## src/rtl/sample_flow_pkg.sv

```systemverilog
// rtl/sample_flow_pkg.sv - shared types and constants for sample_flow_capture
// Purpose: operating-mode and capture-FSM encodings used by the sampler and its bench.
// Ports: none (package).
package sample_flow_pkg;

  localparam int MODE_W  = 2;
  localparam int STATE_W = 2;

  typedef enum logic [MODE_W-1:0] {
    LIVE    = 2'd0,
    HOLD    = 2'd1,
    CAPTURE = 2'd2,
    DELTA   = 2'd3
  } mode_e;

  typedef enum logic [STATE_W-1:0] {
    IDLE    = 2'd0,
    ARMED   = 2'd1,
    FILL    = 2'd2,
    READOUT = 2'd3
  } cap_state_e;

endpackage

```

## src/rtl/sample_flow_prescaler.sv

```systemverilog
// rtl/sample_flow_prescaler.sv - decimation counter producing the sample strobe
// Purpose: emits strobe once every div+1 enabled cycles.
// Ports: clk, reset (async, active-high), ena (count enable),
//        div (decimation divisor), strobe (one-cycle sample strobe).
module sample_flow_prescaler #(
  parameter int DIV_W = 8
) (
  input  logic             clk,
  input  logic             reset,
  input  logic             ena,
  input  logic [DIV_W-1:0] div,
  output logic             strobe
);

  logic [DIV_W-1:0] r_cnt;
  logic             w_hit;

  // Equality compare only: lowering div below the current count lets the
  // counter run on and wrap through 2^DIV_W before the next strobe.
  assign w_hit  = (r_cnt == div);
  assign strobe = ena & w_hit;

  always_ff @(posedge clk or posedge reset) begin
    if (reset) begin
      r_cnt <= '0;
    end else if (ena) begin
      r_cnt <= w_hit ? '0 : r_cnt + DIV_W'(1);
    end
  end

endmodule

```

## src/rtl/sample_flow_capture.sv

```systemverilog
// rtl/sample_flow_capture.sv - decimated input sampler with live/hold/capture/delta modes
// Purpose: samples din at a programmable rate; in CAPTURE mode records a
//          triggered burst of DEPTH samples and plays it back on rd_en.
// Ports: clk, reset (async, active-high), ena (global enable), din (input bus),
//        mode (0 LIVE,1 HOLD,2 CAPTURE,3 DELTA), div (decimation), trig (capture
//        trigger, edge detected), rd_en (pop buffered sample), dout (sample),
//        dout_valid (update pulse), buf_count (buffer fill), cap_state (FSM state),
//        overrun (sticky trigger-while-busy flag).
module sample_flow_capture
  import sample_flow_pkg::*;
#(
  parameter int WIDTH = 8,
  parameter int DEPTH = 16,
  parameter int DIV_W = 8
) (
  input  logic                       clk,
  input  logic                       reset,
  input  logic                       ena,
  input  logic [WIDTH-1:0]           din,
  input  logic [MODE_W-1:0]          mode,
  input  logic [DIV_W-1:0]           div,
  input  logic                       trig,
  input  logic                       rd_en,
  output logic [WIDTH-1:0]           dout,
  output logic                       dout_valid,
  output logic [$clog2(DEPTH+1)-1:0] buf_count,
  output logic [STATE_W-1:0]         cap_state,
  output logic                       overrun
);

  localparam int PTR_W = $clog2(DEPTH);
  localparam int CNT_W = $clog2(DEPTH+1);
  localparam logic [CNT_W-1:0] LAST_SLOT = CNT_W'(DEPTH-1);

  mode_e            w_mode;
  logic             w_strobe;
  logic             w_trig_rise;
  logic             w_wr;
  logic             w_rd;

  logic [WIDTH-1:0] r_mem [DEPTH];
  logic [WIDTH-1:0] r_dout;
  logic             r_dout_valid;
  logic [CNT_W-1:0] r_count;
  cap_state_e       r_state;
  logic             r_overrun;
  logic             r_trig_d;
  logic [WIDTH-1:0] r_prev;
  logic [PTR_W-1:0] r_wptr;
  logic [PTR_W-1:0] r_rptr;

  sample_flow_prescaler #(.DIV_W(DIV_W)) u_prescaler (
    .clk    (clk),
    .reset  (reset),
    .ena    (ena),
    .div    (div),
    .strobe (w_strobe)
  );

  assign w_mode      = mode_e'(mode);
  assign w_trig_rise = trig & ~r_trig_d;
  assign w_wr = (w_mode == CAPTURE) && (r_state == FILL) && w_strobe;
  assign w_rd = ena && (w_mode == CAPTURE) && (r_state == READOUT) && rd_en && (r_count != '0);

  // Storage has no reset: contents are only ever read after being written.
  always_ff @(posedge clk) begin
    if (w_wr) begin
      r_mem[r_wptr] <= din;
    end
  end

  always_ff @(posedge clk or posedge reset) begin
    if (reset) begin
      r_dout       <= '0;
      r_dout_valid <= 1'b0;
      r_count      <= '0;
      r_state      <= IDLE;
      r_overrun    <= 1'b0;
      r_trig_d     <= 1'b0;
      r_prev       <= '0;
      r_wptr       <= '0;
      r_rptr       <= '0;
    end else if (ena) begin
      r_dout_valid <= 1'b0;
      r_trig_d     <= trig;
      case (w_mode)
        LIVE: begin
          if (w_strobe) begin
            r_dout       <= din;
            r_dout_valid <= 1'b1;
          end
        end
        HOLD: begin
        end
        DELTA: begin
          if (w_strobe) begin
            r_dout       <= din - r_prev;
            r_prev       <= din;
            r_dout_valid <= 1'b1;
          end
        end
        CAPTURE: begin
          case (r_state)
            IDLE: r_state <= ARMED;
            ARMED: begin
              if (w_trig_rise) r_state <= FILL;
            end
            FILL: begin
              if (w_trig_rise) r_overrun <= 1'b1;
              if (w_wr) begin
                r_wptr  <= r_wptr + PTR_W'(1);
                r_count <= r_count + CNT_W'(1);
                // Leave FILL on the edge that commits the final entry.
                if (r_count == LAST_SLOT) r_state <= READOUT;
              end
            end
            READOUT: begin
              if (w_trig_rise) r_overrun <= 1'b1;
              if (w_rd) begin
                r_dout       <= r_mem[r_rptr];
                r_dout_valid <= 1'b1;
                r_rptr       <= r_rptr + PTR_W'(1);
                r_count      <= r_count - CNT_W'(1);
                if (r_count == CNT_W'(1)) r_state <= ARMED;
              end
            end
            default: r_state <= IDLE;
          endcase
        end
        default: begin
        end
      endcase
      // Leaving CAPTURE abandons any burst; dout keeps its last value.
      if (w_mode != CAPTURE) begin
        r_state   <= IDLE;
        r_wptr    <= '0;
        r_rptr    <= '0;
        r_count   <= '0;
        r_overrun <= 1'b0;
      end
      // Holding prev at zero outside DELTA makes the first delta equal din.
      if (w_mode != DELTA) begin
        r_prev <= '0;
      end
    end else begin
      r_dout_valid <= 1'b0;
    end
  end

  assign dout       = r_dout;
  assign dout_valid = r_dout_valid & ena;
  assign buf_count  = r_count;
  assign cap_state  = r_state;
  assign overrun    = r_overrun;

endmodule

```

## config.mk

```make
export PLATFORM = sky130hd
export DESIGN_NAME = sample_flow_capture
export DESIGN_NICKNAME = d
export VERILOG_FILES = /design/src/rtl/sample_flow_pkg.sv /design/src/rtl/sample_flow_prescaler.sv /design/src/rtl/sample_flow_capture.sv
export SDC_FILE = /design/constraint.sdc
export NUM_CORES = 1
export LEC_CHECK = 0
export BUFFER_PORTS_ARGS = -buffer_cell sky130_fd_sc_hd__buf_2
export CAP_MARGIN = 0
export CORE_ASPECT_RATIO = 1.1
export CORE_MARGIN = 1.5
export CORE_UTILIZATION = 50
export CTS_CLUSTER_SIZE = 28
export DETAILED_ROUTE_END_ITERATION = 10
export PLACE_DENSITY_LB_ADDON = 0.05
export SLEW_MARGIN = 20
export SYNTH_ARGS = -nofsm -noshare
export SYNTH_HDL_FRONTEND = slang
export SYNTH_SLANG_ARGS = --single-unit
```

## constraint.sdc

```tcl
create_clock -name clk -period 2.4 [get_ports clk]
set_input_delay 0.48 -clock clk [delete_from_list [all_inputs] [get_ports clk]]
set_output_delay 0.48 -clock clk [all_outputs]
set_load 0.03 [all_outputs]
```

==> flow_summary.yaml, run 1 <==
clocking:
  postCtsHoldBufs: 0
  cts_buffer_depth: 2
  ctsResizeCount: 1
  clk_latency_ns: 0.43
  root_buffer: "clkbuf_16"
  post_cts_buffers: 0
  htree_levels: 4
  clock_sinks: 170
  cts_tree: "built"
  clkTransAtPathRegs_ns: 0.07
  numCtsBuffers: 17
sta:
  fmax_mhz: 437
  fin_hold_ws_ns: 0.0149
  setup_violations: 0
  worst_slew_pin_slew_ns: 0.648
  slew_headroom_pct: 56.6
  period_needed_ns: 2.29
  layout_setup_ws_ns: 0.113
  fin_skew_ns: 0.00922
  report.final.slew_viol_count: 0
  rsz0062_at_grt: "false"
  hold_violations: 0
  min_period_over_period_pct: 95.3
drt:
  drt_iter0_drc: 378
  routed_wl_um: 18400
  vias_per_cell: 5.71
  top_layer: "met4"
  met2_length_um: 9080
  wl_met1_um: 8030
  wl_met3_um: 961
  route.vias.total: 4831
  ant_nets: 0
  drc: 0
  wl_per_cell_um: 21.7
  dr.pass1.iters: 4
finish:
  final_cell_mix: "edfxtp_1, buf_4, nor2_1, dfrtp_1, buf_2"
  nets: 683
  drive_gt1_share_pct: 30.5
  layout.cells.non_filler: 846
  syn2layout_area_growth_pct: 17.9
  n_antenna_cell: 0
  final_common_cell: "edfxtp_1"
placement:
  placedCellCount: 814
  pre_cts_ws_ns: -0.0589
  gp_congestion: 0.817
  hpwl_um: 12900
  io_buffers: 39
worst_setup_path:
  slowest_stage: "dfrtp_4"
  path_delay_family: "multiplexers"
  cp.arrival_ns: 2.57
  crit_path_end_kind: "register"
  critical_path_class: "reg2reg"
  cp_slowest_stage_delay_ns: 0.59
  start_kind: "register"
  critPathMaxFanout: 12
  cp_num_buf_inv: 1
  crit_chain: "buf_4 -> mux4_2 -> mux2i_1 -> nor2_1 -> nor3_1 -> o21ai_0"
  required_ns: 2.69
synth:
  syn-num-nets: 592
  ys_seq_area_share_pct: 61.8
  ys.flop_type: "edfxtp_1"
  synthDistinctLibCells: 61
  yosys_warnings: 0
  synth-async-reset-ratio_pct: 24.7
  synth_edf_count: 128
  synth.ff_latch_count: 170
  syn_area_mm2: 0.00792
  syn_area_per_cell_um2: 14.6
  syn_inst: 542
floorplan:
  dieArea_mm2: 0.0166
  die_y_um: 135
  start_util_pct: 50.7
  die_w_um: 123
  core_area_mm2: 0.0156
  ios: 40
  rows: 48
grt:
  antenna_found_initial: 0
  grt_max_degree: 20
  grt_usage_pct: 24.1
  gr-total-overflow: 0
  grt_pass1_wl_um: 28500
  grt_pass1_vias: 4831
power_and_ir_drop:
  ir_worst_vdd_mv: 0.451
  fin_total_pwr_mw: 7.00
  power_density_mw_per_mm2: 749
  p_leak_nw: 3.46
status:
  status: "completed"
hold_path:
  worstHoldPathType: "in2async"
run:
  cap_violations: 0
-- per-layer routing --
metal,vias to the layer above,track usage (%)
li1,2221,-
met1,2445,33.5
met2,150,38.4
met3,15,4.27
met4,0,8.37
met5,-,0
-- power breakdown --
part,internal (mW),switching (mW)
sequential,3.26,0.0978
combinational,0.269,0.420
clock,1.76,1.19
total,5.29,1.71
-- path summary, 6_finish.rpt --
check                           from                   end  slack (ns)  cells past startpoint
max reg2reg                r_rptr[0]               dout[0]        0.11                      6
max                        r_rptr[0]               dout[0]        0.11                      6
min in group clk                trig              r_trig_d        0.30                      2
min reg2reg                  dout[6]               dout[6]        0.49                      2
max in group asynchronous      reset             r_rptr[0]        1.81                      3
min                            reset  u_prescaler.r_cnt[7]        0.01                      2
-- sequential cells by signal (all words and copies together), names as in the netlist --
name	flops
overrun	1
r_mem	128
buf_count	5
cap_state	2
r_prev	8
r_trig_d	1
r_rptr	4
u_prescaler.r_cnt	8
r_wptr	4
r_dout_valid	1
dout	8
-- cells by family after synthesis --
| logic type | Yosys count | synth area share [%] |
|---|---|---|
| fa+ha+maj | 27 | 4.36 |
| simple gates | 136 | 9.16 |
| compound gates | 79 | 7.42 |
| flops | 170 | 61.8 |
| xor+xnor | 23 | 2.54 |
| buf+inv | 50 | 3.30 |
| mux | 57 | 11.4 |
-- cells in the mapped netlist (2+ instances only) --
cell       count  area share, %
edfxtp_1     128             49
nor2_1        43            2.0
dfrtp_1       42             13
nand2_1       29            1.4
ha_1          26            4.1
mux4_2        25            7.1
inv_1         23            1.1
mux2i_1       19            2.4
xor2_1        16            1.8
a21oi_1       15           0.95
o21ai_0       15           0.95
mux2_2        12            1.7
nand2b_1      11           0.87
buf_2          8           0.51
nand3_1        8           0.51
nor2b_1        7           0.55
xnor2_1        7           0.77
a22o_1         6           0.66
and3_1         6           0.47
clkbuf_1       6           0.28
buf_6          5           0.71
nand3_2        5           0.63
nand4_1        5           0.39
nor3_1         5           0.32
nor3_2         5           0.63
o22ai_1        5           0.39
a22oi_1        4           0.38
buf_4          4           0.38
a211oi_1       3           0.28
buf_1          3           0.14
o21a_1         3           0.28
o21ai_1        3           0.19
o31ai_1        3           0.28
a2111oi_0      2           0.22
a21o_1         2           0.19
a221oi_2       2           0.38
a31o_2         2           0.22
a31oi_1        2           0.16
a31oi_4        2           0.54
nor4_2         2           0.32
o31a_1         2           0.22
or3_1          2           0.16
-- area by class of cell --
cell class,count,area (um^2)
clock buffers,17,425
multi-input cells,322,2790
repair buffers,99,671
fillers,1256,6280
flip-flops and latches,170,4900
well taps,200,250
clock inverters,15,215
inverters,23,86.3
-- worst reg2reg max path, stage by stage, from the launching register on --
cell and delay (ns):
dfrtp_4 0.59, buf_4 0.23, mux4_2 0.50, mux2i_1 0.32
nor2_1 0.08, nor3_1 0.28, o21ai_0 0.14
-- per-stage QoR --
| stage | util, % | instance area, um^2 | setup TNS [ns] |
|---|---|---|---|
| 2_1_floorplan | - | 7920 | 0 |
| 3_3_place_gp | 55.5 | 8670 | -2.80 |
| 3_5_place_dp | 55.5 | 8670 | -3.28 |
| 4_1_cts | 59.6 | 9310 | 0 |
| 5_1_grt | 59.8 | 9340 | 0 |
| 6_report | 59.8 | 9340 | 0 |
Power figures use the tool's default switching activity.
==> run 2, diff against run 1 <==
Settings changed: BUFFER_PORTS_ARGS -buffer_cell sky130_fd_sc_hd__buf_2 to -buffer_cell sky130_fd_sc_hd__buf_4, CTS_BUF_LIST set to sky130_fd_sc_hd__clkbuf_16, SLEW_MARGIN 20 to 40.
==> flow_summary.yaml, run 2 (synthesis results as in run 1) <==
status:
  status: "completed"
worst_setup_path:
  required_ns: 2.71
  crit_path_end_kind: "register"
  critical_path_class: "reg2reg"
  critPathMaxFanout: 5
  cp.arrival_ns: 2.64
  start_kind: "register"
sta:
  worst_slew_pin_slew_ns: 0.615
  rsz0062_at_grt: "false"
  min_period_over_period_pct: 96.8
  setup_violations: 0
  fin_skew_ns: 0.00900
  slew_headroom_pct: 58.7
  period_needed_ns: 2.32
  report.final.slew_viol_count: 0
  fmax_mhz: 430
  hold_violations: 0
clocking:
  clk_latency_ns: 0.43
  clkTransAtPathRegs_ns: 0.07
  cts_tree: "built"
  postCtsHoldBufs: 0
  clock_sinks: 170
  htree_levels: 4
  numCtsBuffers: 17
  cts_buffer_depth: 2
  root_buffer: "clkbuf_16"
finish:
  largest_register: "r_mem"
  n_antenna_cell: 0
  final_cell_mix: "edfxtp_1, buf_4, nor2_1, dfrtp_1, nand2_1"
  largest_register_ffs: 128
  drive_gt1_share_pct: 31.0
  utilization_pct: 60.2
  final_common_cell: "edfxtp_1"
  nets: 685
  syn2layout_area_growth_pct: 18.7
grt:
  grt_pass1_wl_um: 27800
  grt_max_degree: 24
  grt_pass1_vias: 4775
  antenna_found_initial: 0
  grt_usage_pct: 23.4
  gr-total-overflow: 0
drt:
  dr.pass1.iters: 4
  route.vias.total: 4785
  ant_nets: 0
  vias_per_cell: 5.64
  drt_iter0_drc: 396
  drc: 0
  routed_wl_um: 18000
  wl_per_cell_um: 21.3
floorplan:
  start_util_pct: 50.7
  die_w_um: 123
  ios: 40
  die_y_um: 135
  dieArea_mm2: 0.0166
  rows: 48
  core_area_mm2: 0.0156
placement:
  io_buffers: 39
  hpwl_um: 12800
  gp_congestion: 0.834
power_and_ir_drop:
  power_density_mw_per_mm2: 714
  fin_total_pwr_mw: 6.71
  p_leak_nw: 3.48
  ir_worst_vdd_mv: 0.452
run:
  cap_violations: 0
hold_path:
  worstHoldPathType: "in2async"
==> run 2: path summary, 6_finish.rpt <==
kind	from	endpoint	slack, ns	depth (start not counted)
hold reg to reg	dout[1]	dout[1]	0.49	2
min in group clk	trig	r_trig_d	0.30	2
hold / removal	reset	r_prev[4]	0.04	2
max in group asynchronous	reset	cap_state[1]	1.91	3
setup reg to reg	r_rptr[0]	dout[4]	0.08	8
setup / recovery	r_rptr[0]	dout[4]	0.08	8
==> run 2: final cells by class <==
type / count / area (um^2)
Clock buffer: 17 / 425
Clock inverter: 15 / 139
Fill cell: 1224 / 6220
Inverter: 23 / 87.6
Multi-Input combinational cell: 322 / 2780
Sequential cell: 170 / 4900
Tap cell: 200 / 250
Timing Repair Buffer: 101 / 821
==> run 2: per-stage QoR <==
| step | setup WS, ns | setup TNS [ns] | cell area, um^2 | hold WS, ns | instances |
|---|---|---|---|---|---|
| 2_1_floorplan | 0.0458 | 0 | 7920 | 0.470 | 542 |
| 3_3_place_gp | -0.146 | -5.29 | 8790 | 0.472 | 814 |
| 3_5_place_dp | -0.146 | -7.95 | 8790 | 0.472 | 814 |
| 4_1_cts | 0.0371 | 0 | 9360 | 0.0359 | 846 |
| 5_1_grt | 0.0183 | 0 | 9400 | 0.0490 | 848 |
| 6_report | 0.0768 | 0 | 9400 | 0.0355 | 848 |
==> run 2: per-layer routing <==
metal	up-vias	wire length (um)	track usage, %
li1	2238	-	-
met3	15	794	4.27
met2	112	9020	37.8
met5	-	0	0
met1	2420	7940	32.3
met4	0	276	7.41
==> run 2: worst max-delay path: stages (launching register included) <==
cell	delay, ns
dfrtp_2	0.50
buf_4	0.17
buf_4	0.11
mux4_2	0.49
mux2i_1	0.29
nor2_1	0.12
a221oi_2	0.18
o21ai_1	0.09
mux2_2	0.26
==> run 2: power by group <==
part | switching [mW] | leakage [nW] | internal [mW]
Clock | 1.19 | 0.269 | 1.45
Sequential | 0.0999 | 1.71 | 3.26
Combinational | 0.418 | 1.50 | 0.303
==> run 2: what timing repair did <==
item	4_1_cts	5_1_grt
setup buffers	0	2
endpoints found under the setup margin	0	107
gates resized for setup	0	4
